File: config.mk
export PLATFORM = sky130hd
export DESIGN_NAME = edge_detect_filt
export DESIGN_NICKNAME = d
export VERILOG_FILES = /design/src/rtl/edge_detect_pkg.sv /design/src/rtl/edge_detect_filt_chan.sv /design/src/rtl/edge_detect_filt.sv
export SDC_FILE = /design/constraint.sdc
export NUM_CORES = 1
export LEC_CHECK = 0
export BUFFER_PORTS_ARGS = -buffer_cell sky130_fd_sc_hd__clkbuf_2
export CAP_MARGIN = 40
export CORE_MARGIN = 8
export CORE_UTILIZATION = 45
export DETAILED_ROUTE_END_ITERATION = 10
export HOLD_SLACK_MARGIN = 0.12
export PLACE_DENSITY_LB_ADDON = 0.08
export SLEW_MARGIN = 40
export SYNTH_ARGS = -nofsm -noshare
export SYNTH_HDL_FRONTEND = slang
export SYNTH_SLANG_ARGS = --single-unit
File: constraint.sdc
create_clock -name clk -period 1.52 [get_ports clk]
set_input_delay 0.38 -clock clk [delete_from_list [all_inputs] [get_ports clk]]
set_output_delay 0.38 -clock clk [all_outputs]
set_load 0.1 [all_outputs]
File: src/rtl/edge_detect_pkg.sv
// Shared types and helpers for the multi-channel edge detector.
package edge_detect_pkg;

   typedef enum logic [1:0] {
      EDGE_OFF  = 2'd0,
      EDGE_RISE = 2'd1,
      EDGE_FALL = 2'd2,
      EDGE_BOTH = 2'd3
   } edge_mode_t;

   // Enough bits to hold FILTER_LEN (the counter never exceeds FILTER_LEN-1).
   function automatic int cnt_width(input int filter_len);
      return $clog2(filter_len + 1);
   endfunction

endpackage

File: src/rtl/edge_detect_filt_chan.sv
// One channel: synchroniser chain, debounce filter and registered rise/fall pulses.
module edge_detect_filt_chan
   import edge_detect_pkg::*;
#(
   parameter int   SYNC_STAGES = 2,
   parameter int   FILTER_LEN  = 4,
   parameter logic RESET_LEVEL = 1'b0
) (
   input  logic clk,
   input  logic rst,
   input  logic in_raw,
   output logic level,
   output logic rising,
   output logic falling,
   output logic rise_nxt,
   output logic fall_nxt
);

   localparam int            CW      = cnt_width(FILTER_LEN);
   localparam logic [CW-1:0] CNT_MAX = CW'(FILTER_LEN - 1);

   logic [SYNC_STAGES-1:0] sync_q, sync_d;
   logic [CW-1:0]          cnt_q, cnt_d;
   logic                   level_q, level_d;
   logic                   rising_q, falling_q;
   logic                   s;

   always_comb begin
      sync_d    = sync_q;
      sync_d[0] = in_raw;
      for (int i = 1; i < SYNC_STAGES; i++) begin
         sync_d[i] = sync_q[i-1];
      end
   end

   assign s = sync_q[SYNC_STAGES-1];

   // A level is accepted only after FILTER_LEN consecutive disagreeing samples;
   // any agreement in between restarts the count.
   always_comb begin
      level_d = level_q;
      cnt_d   = '0;
      if (s != level_q) begin
         if (cnt_q == CNT_MAX) begin
            level_d = s;
         end else begin
            cnt_d = cnt_q + 1'b1;
         end
      end
   end

   assign rise_nxt = level_d & ~level_q;
   assign fall_nxt = ~level_d & level_q;

   always_ff @(posedge clk) begin
      if (rst) begin
         sync_q    <= {SYNC_STAGES{RESET_LEVEL}};
         cnt_q     <= '0;
         level_q   <= RESET_LEVEL;
         rising_q  <= 1'b0;
         falling_q <= 1'b0;
      end else begin
         sync_q    <= sync_d;
         cnt_q     <= cnt_d;
         level_q   <= level_d;
         rising_q  <= rise_nxt;
         falling_q <= fall_nxt;
      end
   end

   assign level   = level_q;
   assign rising  = rising_q;
   assign falling = falling_q;

endmodule

File: src/rtl/edge_detect_filt.sv
// Multi-channel filtered edge detector with per-channel mode select and sticky IRQ latches.
module edge_detect_filt
   import edge_detect_pkg::*;
#(
   parameter int   WIDTH       = 16,
   parameter int   SYNC_STAGES = 2,
   parameter int   FILTER_LEN  = 4,
   parameter logic RESET_LEVEL = 1'b0
) (
   input  logic                 clk,
   input  logic                 rst,
   input  logic [WIDTH-1:0]     in,
   input  logic [2*WIDTH-1:0]   mode,
   input  logic [WIDTH-1:0]     clr,
   output logic [WIDTH-1:0]     level,
   output logic [WIDTH-1:0]     rising,
   output logic [WIDTH-1:0]     falling,
   output logic [WIDTH-1:0]     both,
   // `event` is a reserved word, so the mode-qualified pulse is named evt.
   output logic [WIDTH-1:0]     evt,
   output logic [WIDTH-1:0]     pending,
   output logic [WIDTH-1:0]     overflow,
   output logic                 irq
);

   logic [WIDTH-1:0] rise_nxt, fall_nxt;
   logic [WIDTH-1:0] evt_q, evt_d;
   logic [WIDTH-1:0] pending_q, pending_d;
   logic [WIDTH-1:0] overflow_q, overflow_d;
   logic             irq_q;

   for (genvar g = 0; g < WIDTH; g++) begin : g_chan
      edge_detect_filt_chan #(
         .SYNC_STAGES (SYNC_STAGES),
         .FILTER_LEN  (FILTER_LEN),
         .RESET_LEVEL (RESET_LEVEL)
      ) u_chan (
         .clk      (clk),
         .rst      (rst),
         .in_raw   (in[g]),
         .level    (level[g]),
         .rising   (rising[g]),
         .falling  (falling[g]),
         .rise_nxt (rise_nxt[g]),
         .fall_nxt (fall_nxt[g])
      );
   end

   function automatic logic qualify(input edge_mode_t m, input logic r, input logic f);
      logic q;
      q = 1'b0;
      case (m)
         EDGE_OFF:  q = 1'b0;
         EDGE_RISE: q = r;
         EDGE_FALL: q = f;
         EDGE_BOTH: q = r | f;
      endcase
      return q;
   endfunction

   // The latches act on the visible evt pulse, so a clear issued while evt is
   // high can never swallow that event.
   always_comb begin
      evt_d      = '0;
      pending_d  = pending_q;
      overflow_d = overflow_q;
      for (int i = 0; i < WIDTH; i++) begin
         evt_d[i] = qualify(edge_mode_t'(mode[2*i +: 2]), rise_nxt[i], fall_nxt[i]);
         if (evt_q[i] && pending_q[i] && !clr[i]) begin
            overflow_d[i] = 1'b1;
         end else if (clr[i] && evt_q[i]) begin
            pending_d[i]  = 1'b1;
            overflow_d[i] = 1'b0;
         end else if (clr[i]) begin
            pending_d[i]  = 1'b0;
            overflow_d[i] = 1'b0;
         end else if (evt_q[i]) begin
            pending_d[i]  = 1'b1;
         end
      end
   end

   always_ff @(posedge clk) begin
      if (rst) begin
         evt_q      <= '0;
         pending_q  <= '0;
         overflow_q <= '0;
         irq_q      <= 1'b0;
      end else begin
         evt_q      <= evt_d;
         pending_q  <= pending_d;
         overflow_q <= overflow_d;
         irq_q      <= |pending_d;
      end
   end

   assign both     = rising | falling;
   assign evt      = evt_q;
   assign pending  = pending_q;
   assign overflow = overflow_q;
   assign irq      = irq_q;

endmodule

### Word level (Yosys, flattened, before mapping)

Cells that the tools add are included.

| word-level totals | value |
|---|---|
| word-level logic and storage cells | 565 |
| bits in registers | 177 |
| output and inout bits | 113 |

| operators by class | value |
|---|---|
| add/subtract/negate cells | 16 |
| equality and inequality tests | 80 |
| muxes and demuxes | 160 |
| bitwise logic cells | 97 |
| reductions and logical operators | 113 |

Operators by type and width:

| operator | count |
|---|---|
| $mux 1 | 144 |
| $eq 2x2->1 const B | 32 |
| $pmux 1 s4 | 16 |
| $add 3x1->3 const B | 16 |
| $eq 3x2->1 const B | 16 |
| $logic_and 1x1->1 | 48 |
| $not 1->1 | 48 |
| $reduce_bool 3->1 | 16 |
| $reduce_or 3->1 | 16 |
| $and 1x1->1 | 32 |
| $eq 2x1->1 const B | 16 |
| $logic_not 2->1 | 16 |
| $logic_not 1->1 | 16 |
| $ne 1x1->1 | 16 |
| $or 1x1->1 | 16 |
| $or 16x16->16 | 1 |
| $reduce_or 16->1 | 1 |

### Longest topological paths before layout

Gate-level depths: netlist (run 1).

| logic depth | value |
|---|---|
| depth after elaboration | 7 |
| gate-level depth with buffers | 9 |

### Modules after synthesis

A second synthesis (run 1) with hierarchy kept.

| second synthesis, totals | value |
|---|---|
| cells, all modules | 588 |
| area total of the unflattened synthesis | 6120.9 µm² |

By module, submodules not included:

| module | cells each | area each (µm²) | sequential area each (µm²) | instances |
|---|---|---|---|---|
| edge_detect_filt_chan | 25 | 275.3 | 160.2 | 16 |
| edge_detect_filt | 188 | 1716.6 | 980.9 | 1 |

### Worst setup path after synthesis (run 1)

OpenSTA, ideal clock, no wires.

| timing path | value |
|---|---|
| path type | reg-to-reg |
| from | register pending_q[10], in the netlist pending[10] |
| to | register irq_q, in the netlist irq |
| required time | 1.400 ns |
| cell stages (with the launch flop) | 5 |
| path slack | -0.218 ns |
| library setup time | 0.120 ns |
| buffers on the path | 0 |
| data arrival time | 1.618 ns |
| clock period less this slack | 1.738 ns |
| cells stage by stage | dfxtp_1 nor2b_4 a2111oi_4 nand4_1 o31a_1 |

| between the ends | value |
|---|---|
| cells in the longest elaborated chain, start to end | 5 |
| elaborated cells between the ends (all ways) | 7 |
| those cells by class | mux: 4; reduce/logical: 3 |

Ends and longest elaborated chain:

| what | RTL line | text |
|---|---|---|
| from (decl) | edge_detect_filt.sv:28 | `logic [WIDTH-1:0] pending_q, pending_d;` |
| from (signal assigned) | edge_detect_filt.sv:91 | `pending_q <= pending_d;` |
| $mux 1 | edge_detect_filt.sv:77 | `end else if (evt_q[i]) begin` |
| $mux 1 | edge_detect_filt.sv:74 | `end else if (clr[i]) begin` |
| $mux 1 | edge_detect_filt.sv:71 | `end else if (clr[i] && evt_q[i]) begin` |
| $mux 1 * | edge_detect_filt.sv:69 | `if (evt_q[i] && pending_q[i] && !clr[i]) begin` |
| $reduce_or 16->1 * | edge_detect_filt.sv:93 | `irq_q <= \|pending_d;` |
| to (signal assigned) | edge_detect_filt.sv:93 |  |
| to (decl) | edge_detect_filt.sv:30 | `logic irq_q;` |

Mark *: on every way between the ends. The rest lies on a longest branch, timed or not.
A chain may end at the register's enable or synchronous reset.

### Worst setup path in the final report (run 1)

| timing path | value |
|---|---|
| from | register g_chan[0].u_chan.falling_q |
| to | output port both[0] |

| between the ends | value |
|---|---|
| cells in the longest elaborated chain, start to end | 1 |

Ends and longest elaborated chain:

| what | RTL line | text |
|---|---|---|
| from (decl) | edge_detect_filt_chan.sv:25 | `logic rising_q, falling_q;` |
| from (signal assigned) | edge_detect_filt_chan.sv:67 | `falling_q <= fall_nxt;` |
| $or 16x16->16 | edge_detect_filt.sv:97 | `assign both = rising \| falling;` |
| to (decl) | edge_detect_filt.sv:18 | `output logic [WIDTH-1:0] both,` |

No other way between the ends.

==> run summary, run 1 <==
area grow syn2layout: 46.67%
PnR worst setup slack: -29.91 ps
met3 Use GR: 6.592%
pin count of the biggest net entering global routing: 42
Setup TNS: -269.2 ps
pwr dens: 963.7 mW/mm2
Die Ht: 140.4 um
FF-to-FF End: evt[12]$_SDFF_PP0_
worst-path fanout max: 2
max cap viols: 0
clock latency on the worst-skew pair: 420 ps
Hold Fails Final Rpt: 0
failing checks: negative setup slack
R2R depth: 7
Post-Place Cell Area: 0.008751 mm2
Power, Total: 9.845 mW
dpl hpwl: 11550 um
Post-Place Setup Slack: -134.0 ps
Starting Density: 45.99%
WL per Instance: 14.95 um
leakage: 4.206 nW
ys async rst share: 0%
clock-pin slew on the worst setup and hold paths: 60 ps
DR vias: 5188
Boundary Pins: 179
CTS tree: yes
worst r2r src: g_chan[12].u_chan.cnt_q[0]$_SDFF_PP0_
most frequent cells in the layout: 116 x dfxtp_1, 85 x buf_4, 73 x nor2_1, 70 x nor2b_1, 66 x inv_1
num rows: 45
fin area: 0.01022 mm2
worst setup path start: g_chan[0].u_chan.falling$_SDFF_PP0_
Die ar.: 0.01972 mm2
GP Congestion: 0.7515
first-pass GRT wire length: 25720 um
Peak supply drop: 0.0007409 V
Max Fclk: 645.2 MHz
GR Util met2: 28.65%
status: complete, but fails checks
synthesized flop and latch total: 177
Period Utilization, post-route: 102.0%
commonest non-fill, non-tap cell in the layout: dfxtp_1
Avg Synthesized Cell Area: 9.838 um2
gr busiest metal: met2
Worst Hold Launch: clr[14]
synth unique cells: 31
fin cells: 1080
Clock Sinks: 177
Placed Cells: 1037
GRT Total Usage: 16.13%
CTS Buf Count: 17
worst setup path end: both[0]
number of remaining DRC errors: 0
WHS: 140.5 ps
clock root buffer: clkbuf_16
H-tree depth: 4
syn nets: 822
Setup Viol. Count Final: 16
antenna viol nets, final: 0
Post-Syn Instances: 708
chip width: 140.4 um
drt total wl: 16140 um
Slew Limit Fails: 0
Mapped Area: 0.006965 mm2
number of global-route vias before repair: 5379
EDFF count, synth: 0
critical path class: reg2out
worst slew pin tran: 451.7 ps
Synth warnings: 0
RSZ-0062 raised after global routing: yes
Iteration-0 DRC Markers: 139
Max Clock Skew: 8.458 ps
leading register cell type out of synthesis: dfxtp_1
CP Launch Type: register
minimum clock period: 1550 ps
Net count, final: 994
final core utilization: 67.45%
slew margin rel.: 69.84%
total gr overflow: 0
first-pass detailed-route iteration total: 4
crit end category: output pin
FF-to-FF setup slack: 0 ps
Clock Path Buffers: 2
share of layout cells above drive strength 1: 44.73%
via/cell ratio: 4.804
hold crit path type: in2reg
diodes inserted: 0
worst path arrival time: 1170 ps
initial antenna violation count: 0
CP required: 1140 ps
IO Port Bufs: 178
sequential-to-total area share from yosys stat: 50.87%
grt met1 use: 17.17%
Placeable Area: 0.01515 mm2
fillers: 1155
==> routing by layer <==
metal,wire length [um],vias to the layer above
li1,-,2598
met1,6410,2435
met2,8198,132
met3,1240,23
met4,293,0
met5,0,-
==> cells by family after synthesis <==
kind of cell	synth area share, %
mux	1.293
simple gates	19.71
fa+ha+maj	8.622
flops	50.87
compound gates	7.706
buf+inv	9.790
xor+xnor	2.012
==> cell usage after synthesis, drive strengths merged (3+ instances only) <==
| library cell | n | area, um2 |
|---|---|---|
| dfxtp | 177 | 3543 |
| nor2 | 74 | 277.8 |
| nor2b | 74 | 493.0 |
| inv | 69 | 259.0 |
| buf | 53 | 385.4 |
| ha | 48 | 600.6 |
| a21oi | 36 | 180.2 |
| nand2 | 31 | 116.4 |
| nor3 | 22 | 110.1 |
| o21ai | 20 | 100.1 |
| or2 | 16 | 100.1 |
| or3 | 16 | 100.1 |
| xnor2 | 16 | 140.1 |
| clkbuf | 10 | 37.54 |
| mux2i | 9 | 90.09 |
| nor4b | 9 | 116.4 |
| a32o | 7 | 70.07 |
| a2111oi | 4 | 110.1 |
| o2111ai | 4 | 35.03 |
| nand4 | 3 | 18.77 |
| o21a | 3 | 22.52 |
==> worst max-delay path, stage by stage (launching register included) <==
cell and delay (ps):
dfxtp_1 310, or2_4 250, clkbuf_16 200
==> how the worst min path moves through the flow <==
stage,endpoint,slack [ps],cells after the start
finish,overflow[14]$_SDFFE_PP0P_,140,2
global route,overflow[8]$_SDFFE_PP0P_,120,2
CTS,overflow[8]$_SDFFE_PP0P_,120,2
detailed placement,g_chan[5].u_chan.cnt_q[0]$_SDFF_PP0_,410,1
global placement,g_chan[0].u_chan.cnt_q[0]$_SDFF_PP0_,410,1
floorplan,g_chan[0].u_chan.cnt_q[0]$_SDFF_PP0_,400,1
==> where the power goes <==
group | total, mW | switching, mW | internal [mW]
combinational | 0.488 | 0.280 | 0.208
sequential | 4.75 | 0.0496 | 4.70
clock | 4.60 | 1.84 | 2.77
total | 9.85 | 2.17 | 7.68
==> registers in the layout, indices dropped and copies added (netlist names) <==
signal	count
pending	16
g_chan.u_chan.sync_q	32
g_chan.u_chan.level	16
g_chan.u_chan.cnt_q	48
overflow	16
g_chan.u_chan.falling	16
g_chan.u_chan.rising	16
irq	1
evt	16
==> what timing repair did <==
action | in CTS | in global routing
buffers inserted | 3 | 5
endpoints found under the setup margin | 33 | 42
gates resized for setup | 118 | 92
pin swaps | 32 | 40
hold buffers | 5 | 0
endpoints found under the hold margin | 5 | 0
==> layout make-up <==
cell class / instances / area, um2 / area share, %
multi-input combinational: 399 / 3248 / 31.79
sequential: 177 / 3620 / 35.43
timing repair buffer: 216 / 2226 / 21.79
inverter: 69 / 259.0 / 2.535
tap: 188 / 235.2 / 2.303
clock inverter: 14 / 202.7 / 1.984
clock buffer: 17 / 425.4 / 4.164
(Power assumes the default switching activity.)
==> run 2: changes to the inputs <==
- ABC_AREA: default -> 1
==> run summary, run 2 <==
Net count, final: 1209 (was 994)
WL per Instance: 12.05 um (was 14.95 um)
status: complete, but fails checks (unchanged)
Hold Fails Final Rpt: 0 (unchanged)
Starting Density: 45.52% (was 45.99%)
crit end category: output pin (unchanged)
Synth area leader: dfxtp_1 (unchanged)
Period Utilization, post-route: 103.0% (was 102.0%)
synth top area cells: dfxtp_1 50%, inv_1 9.7%, nor2_1 8.7% (was dfxtp_1 51%, ha_1 8.6%, nor2b_1 6.3%)
RSZ-0062 raised after global routing: yes (unchanged)
critical path class: reg2out (unchanged)
area grow syn2layout: 49.16% (was 46.67%)
pwr dens: 897.3 mW/mm2 (was 963.7 mW/mm2)
final core utilization: 67.90% (was 67.45%)
FF-to-FF End: evt[7]$_SDFF_PP0_ (was evt[12]$_SDFF_PP0_)
number of remaining DRC errors: 0 (unchanged)
CP Launch Type: register (unchanged)
pin count of the biggest net entering global routing: 66 (was 42)
cell with the most instances after synthesis: inv_1 (was dfxtp_1)
number of global-route vias before repair: 5595 (was 5379)
CTS Buf Count: 17 (unchanged)
minimum clock period: 1566 ps (was 1550 ps)
Reg with most FFs: g_chan.u_chan.cnt_q (unchanged)
Bufs and invs on worst path: 1 (unchanged)
failing checks: negative setup slack (unchanged)
Placeable Area: 0.01566 mm2 (was 0.01515 mm2)
Die Ht: 141.8 um (was 140.4 um)
total gr overflow: 0 (unchanged)
Slew Limit Fails: 0 (unchanged)
sequential-to-total area share from yosys stat: 49.72% (was 50.87%)
DR vias: 5796 (was 5188)
R2R depth: 9 (was 7)
Max Clock Skew: 7.840 ps (was 8.458 ps)
Critical Path Slowest Stage Cell: dfxtp_1 (unchanged)
Worst Hold Launch: in[8] (was clr[14])
num rows: 46 (was 45)
dpl hpwl: 10800 um (was 11550 um)
worst r2r src: g_chan[7].u_chan.cnt_q[0]$_SDFF_PP0_ (was g_chan[12].u_chan.cnt_q[0]$_SDFF_PP0_)
Max Fclk: 638.7 MHz (was 645.2 MHz)
syn nets: 989 (was 822)
synthesized flop and latch total: 177 (unchanged)
Yosys top cell area share: 49.72% (was 50.87%)
Clock Sinks: 177 (unchanged)
worst slew pin tran: 307.1 ps (was 451.7 ps)
CP required: 1140 ps (about the same)
Iteration-0 DRC Markers: 153 (was 139)
diodes inserted: 0 (unchanged)
combinational family with the most area after synthesis: buffers and inverters (was simple AND/OR/NAND/NOR gates)
register area: 0.003601 mm2 (was 0.003620 mm2)
max reg flops: 48 (unchanged)
GP Congestion: 0.7320 (was 0.7515)
GRT Total Usage: 15.48% (was 16.13%)
fillers: 1332 (was 1155)
Adder-Cell Fraction of Synth Area: 8.427% (was 8.622%)
Largest delay share family, worst path: flip-flops (unchanged)
drt total wl: 15960 um (was 16140 um)
Die ar.: 0.02012 mm2 (was 0.01972 mm2)
Post-Place Cell Area: 0.008922 mm2 (was 0.008751 mm2)
Peak supply drop: 0.0007288 V (was 0.0007409 V)
most frequent cells in the layout: 168 x inv_1, 152 x buf_4, 149 x nor2_1, 133 x dfxtp_1, 76 x nand2_1 (was 116 x dfxtp_1, 85 x buf_4, 73 x nor2_1, 70 x nor2b_1, 66 x inv_1)
initial antenna violation count: 0 (unchanged)
first-pass detailed-route iteration total: 7 (was 4)
first-pass GRT wire length: 25100 um (was 25720 um)
Avg Synthesized Cell Area: 8.145 um2 (was 9.838 um2)
worst path arrival time: 1190 ps (was 1170 ps)
synth unique cells: 18 (was 31)
fin area: 0.01063 mm2 (was 0.01022 mm2)
multiplexer area fraction after synthesis: 0% (was 1.293%)
leakage: 4.941 nW (was 4.206 nW)
share of layout cells above drive strength 1: 40.70% (was 44.73%)
Post-Syn Instances: 875 (was 708)
Post-Synth Simple-Gate Area: 15.80% (was 19.71%)
Clock Path Buffers: 2 (unchanged)
Synth Area in Compound Gates: 9.568% (was 7.706%)
Post-Place Setup Slack: -166.8 ps (was -134.0 ps)
PnR worst setup slack: -45.63 ps (was -29.91 ps)
clock latency on the worst-skew pair: 420 ps (about the same)
CTS tree: yes (unchanged)
Boundary Pins: 179 (unchanged)
hold crit path type: in2reg (unchanged)
Synth warnings: 0 (unchanged)
Worst path max stage delay: 310 ps (about the same)
chip width: 141.8 um (was 140.4 um)
ys async rst share: 0% (unchanged)
WHS Endpoint: g_chan[8].u_chan.sync_q[0]$_SDFF_PP0_ (was overflow[14]$_SDFFE_PP0P_)
FF-to-FF setup slack: 0 ps (about the same)
Post-synth top cells: 185 x inv_1, 177 x dfxtp_1, 165 x nor2_1 (was 177 x dfxtp_1, 74 x nor2_1, 70 x nor2b_1)
slew margin rel.: 79.44% (was 69.84%)
XOR/XNOR Fraction of Synth Area: 0% (was 2.012%)
leading register cell type out of synthesis: dfxtp_1 (unchanged)
commonest non-fill, non-tap cell in the layout: inv_1 (was dfxtp_1)
worst-path fanout max: 2 (unchanged)
multi-input logic area: 0.003045 mm2 (was 0.003248 mm2)
antenna viol nets, final: 0 (unchanged)
Largest regs: g_chan.u_chan.cnt_q (48), g_chan.u_chan.sync_q (32) (unchanged)
worst setup path start: g_chan[0].u_chan.rising$_SDFF_PP0_ (was g_chan[0].u_chan.falling$_SDFF_PP0_)
clock root buffer: clkbuf_16 (unchanged)
Setup Viol. Count Final: 17 (was 16)
clock-pin slew on the worst setup and hold paths: 60 ps (about the same)
max cap viols: 0 (unchanged)
IO Port Bufs: 178 (unchanged)
EDFF count, synth: 0 (unchanged)
H-tree depth: 4 (unchanged)
via/cell ratio: 4.378 (was 4.804)
Mapped Area: 0.007127 mm2 (was 0.006965 mm2)
hold path depth: 3 (was 2)
crit path cell chain: or2_4, clkbuf_16 (unchanged)
run 2: cell count changes after synthesis, sizes merged, moves of 16 or more:
cell / previous run / this run
inv: 69 / 193
nor2: 74 / 165
nor2b: 74 / 0
a21oi: 36 / 81
o21ai: 20 / 0
nor3: 22 / 5
nand3: 0 / 18
o211ai: 0 / 20
xnor2: 16 / 0
or3: 16 / 0
nand2: 31 / 76
run 2: worst max path at each step:
stage / end / slack, ps / cells past startpoint
6_report: both[0] / -50 / 2
4_1_cts: both[12] / -70 / 2
5_1_grt: evt[12]$_SDFF_PP0_ / -90 / 9
3_3_place_gp: evt[15]$_SDFF_PP0_ / -80 / 9
2_1_floorplan: evt[4]$_SDFF_PP0_ / 0.3 / 9
3_5_place_dp: evt[15]$_SDFF_PP0_ / -170 / 9
run 2: layout make-up:
class / instances / area share, %
clock inverter: 6 / 0.3060
multi-input combinational: 442 / 28.65
sequential: 177 / 33.87
inverter: 193 / 7.192
timing repair buffer: 264 / 22.93
clock buffer: 26 / 4.508
tap: 216 / 2.542
run 2: logic make-up (layout without fill, tap and decap cells):
| family | count (synthesis) | after routing |
|---|---|---|
| AO/OA/AOI/OAI | 113 | 113 |
| adder cells (fa/ha/maj) | 48 | 48 |
| buffers and inverters | 256 | 489 |
| flip-flops | 177 | 177 |
| AND/OR/NAND/NOR | 281 | 281 |
run 2: timing repair:
item                                   4_1_cts  5_1_grt
gates resized for setup                    151       75
endpoints found under the hold margin        1        0
hold buffers                                 1        0
pin swaps                                   50       43
buffers inserted                            39        8
setup endpoints to repair                   32       38
run 2: power by group:
part | switching, mW | internal, mW
clock | 1.71 | 2.16
sequential | 0.0773 | 4.74
combinational | 0.575 | 0.277
run 2: per-stage QoR:
stage                     setup TNS (ps)  hold WS, ps  total power, mW  instances
after floorplan                        0        388.3            5.434        875
after global placement             -1033        389.2            5.733       1246
after detailed placement           -1531        392.3            5.742       1246
after CTS                         -808.0        124.2            9.640       1318
after global routing               -1736        127.1            9.914       1324
final                             -389.9        142.1            9.539       1324
run 2: worst reg2reg max path, delay by kind of cell, from the launching register on:
kind | cells | cell delay [ps]
flops | 1 | 330
buf+inv | 1 | 70
compound gates | 2 | 330
fa+ha+maj | 3 | 560
simple gates | 3 | 160
run 2: metal layers:
layer  vias to the layer above  global-route usage (%)  part of all wire, %
met5                         -                       0                    0
met4                         0                   7.123                  1.6
met3                        19                   5.175                  5.7
met2                       108                   26.99                   51
met1                      2603                   16.69                   42
li1                       3066                       -                    -
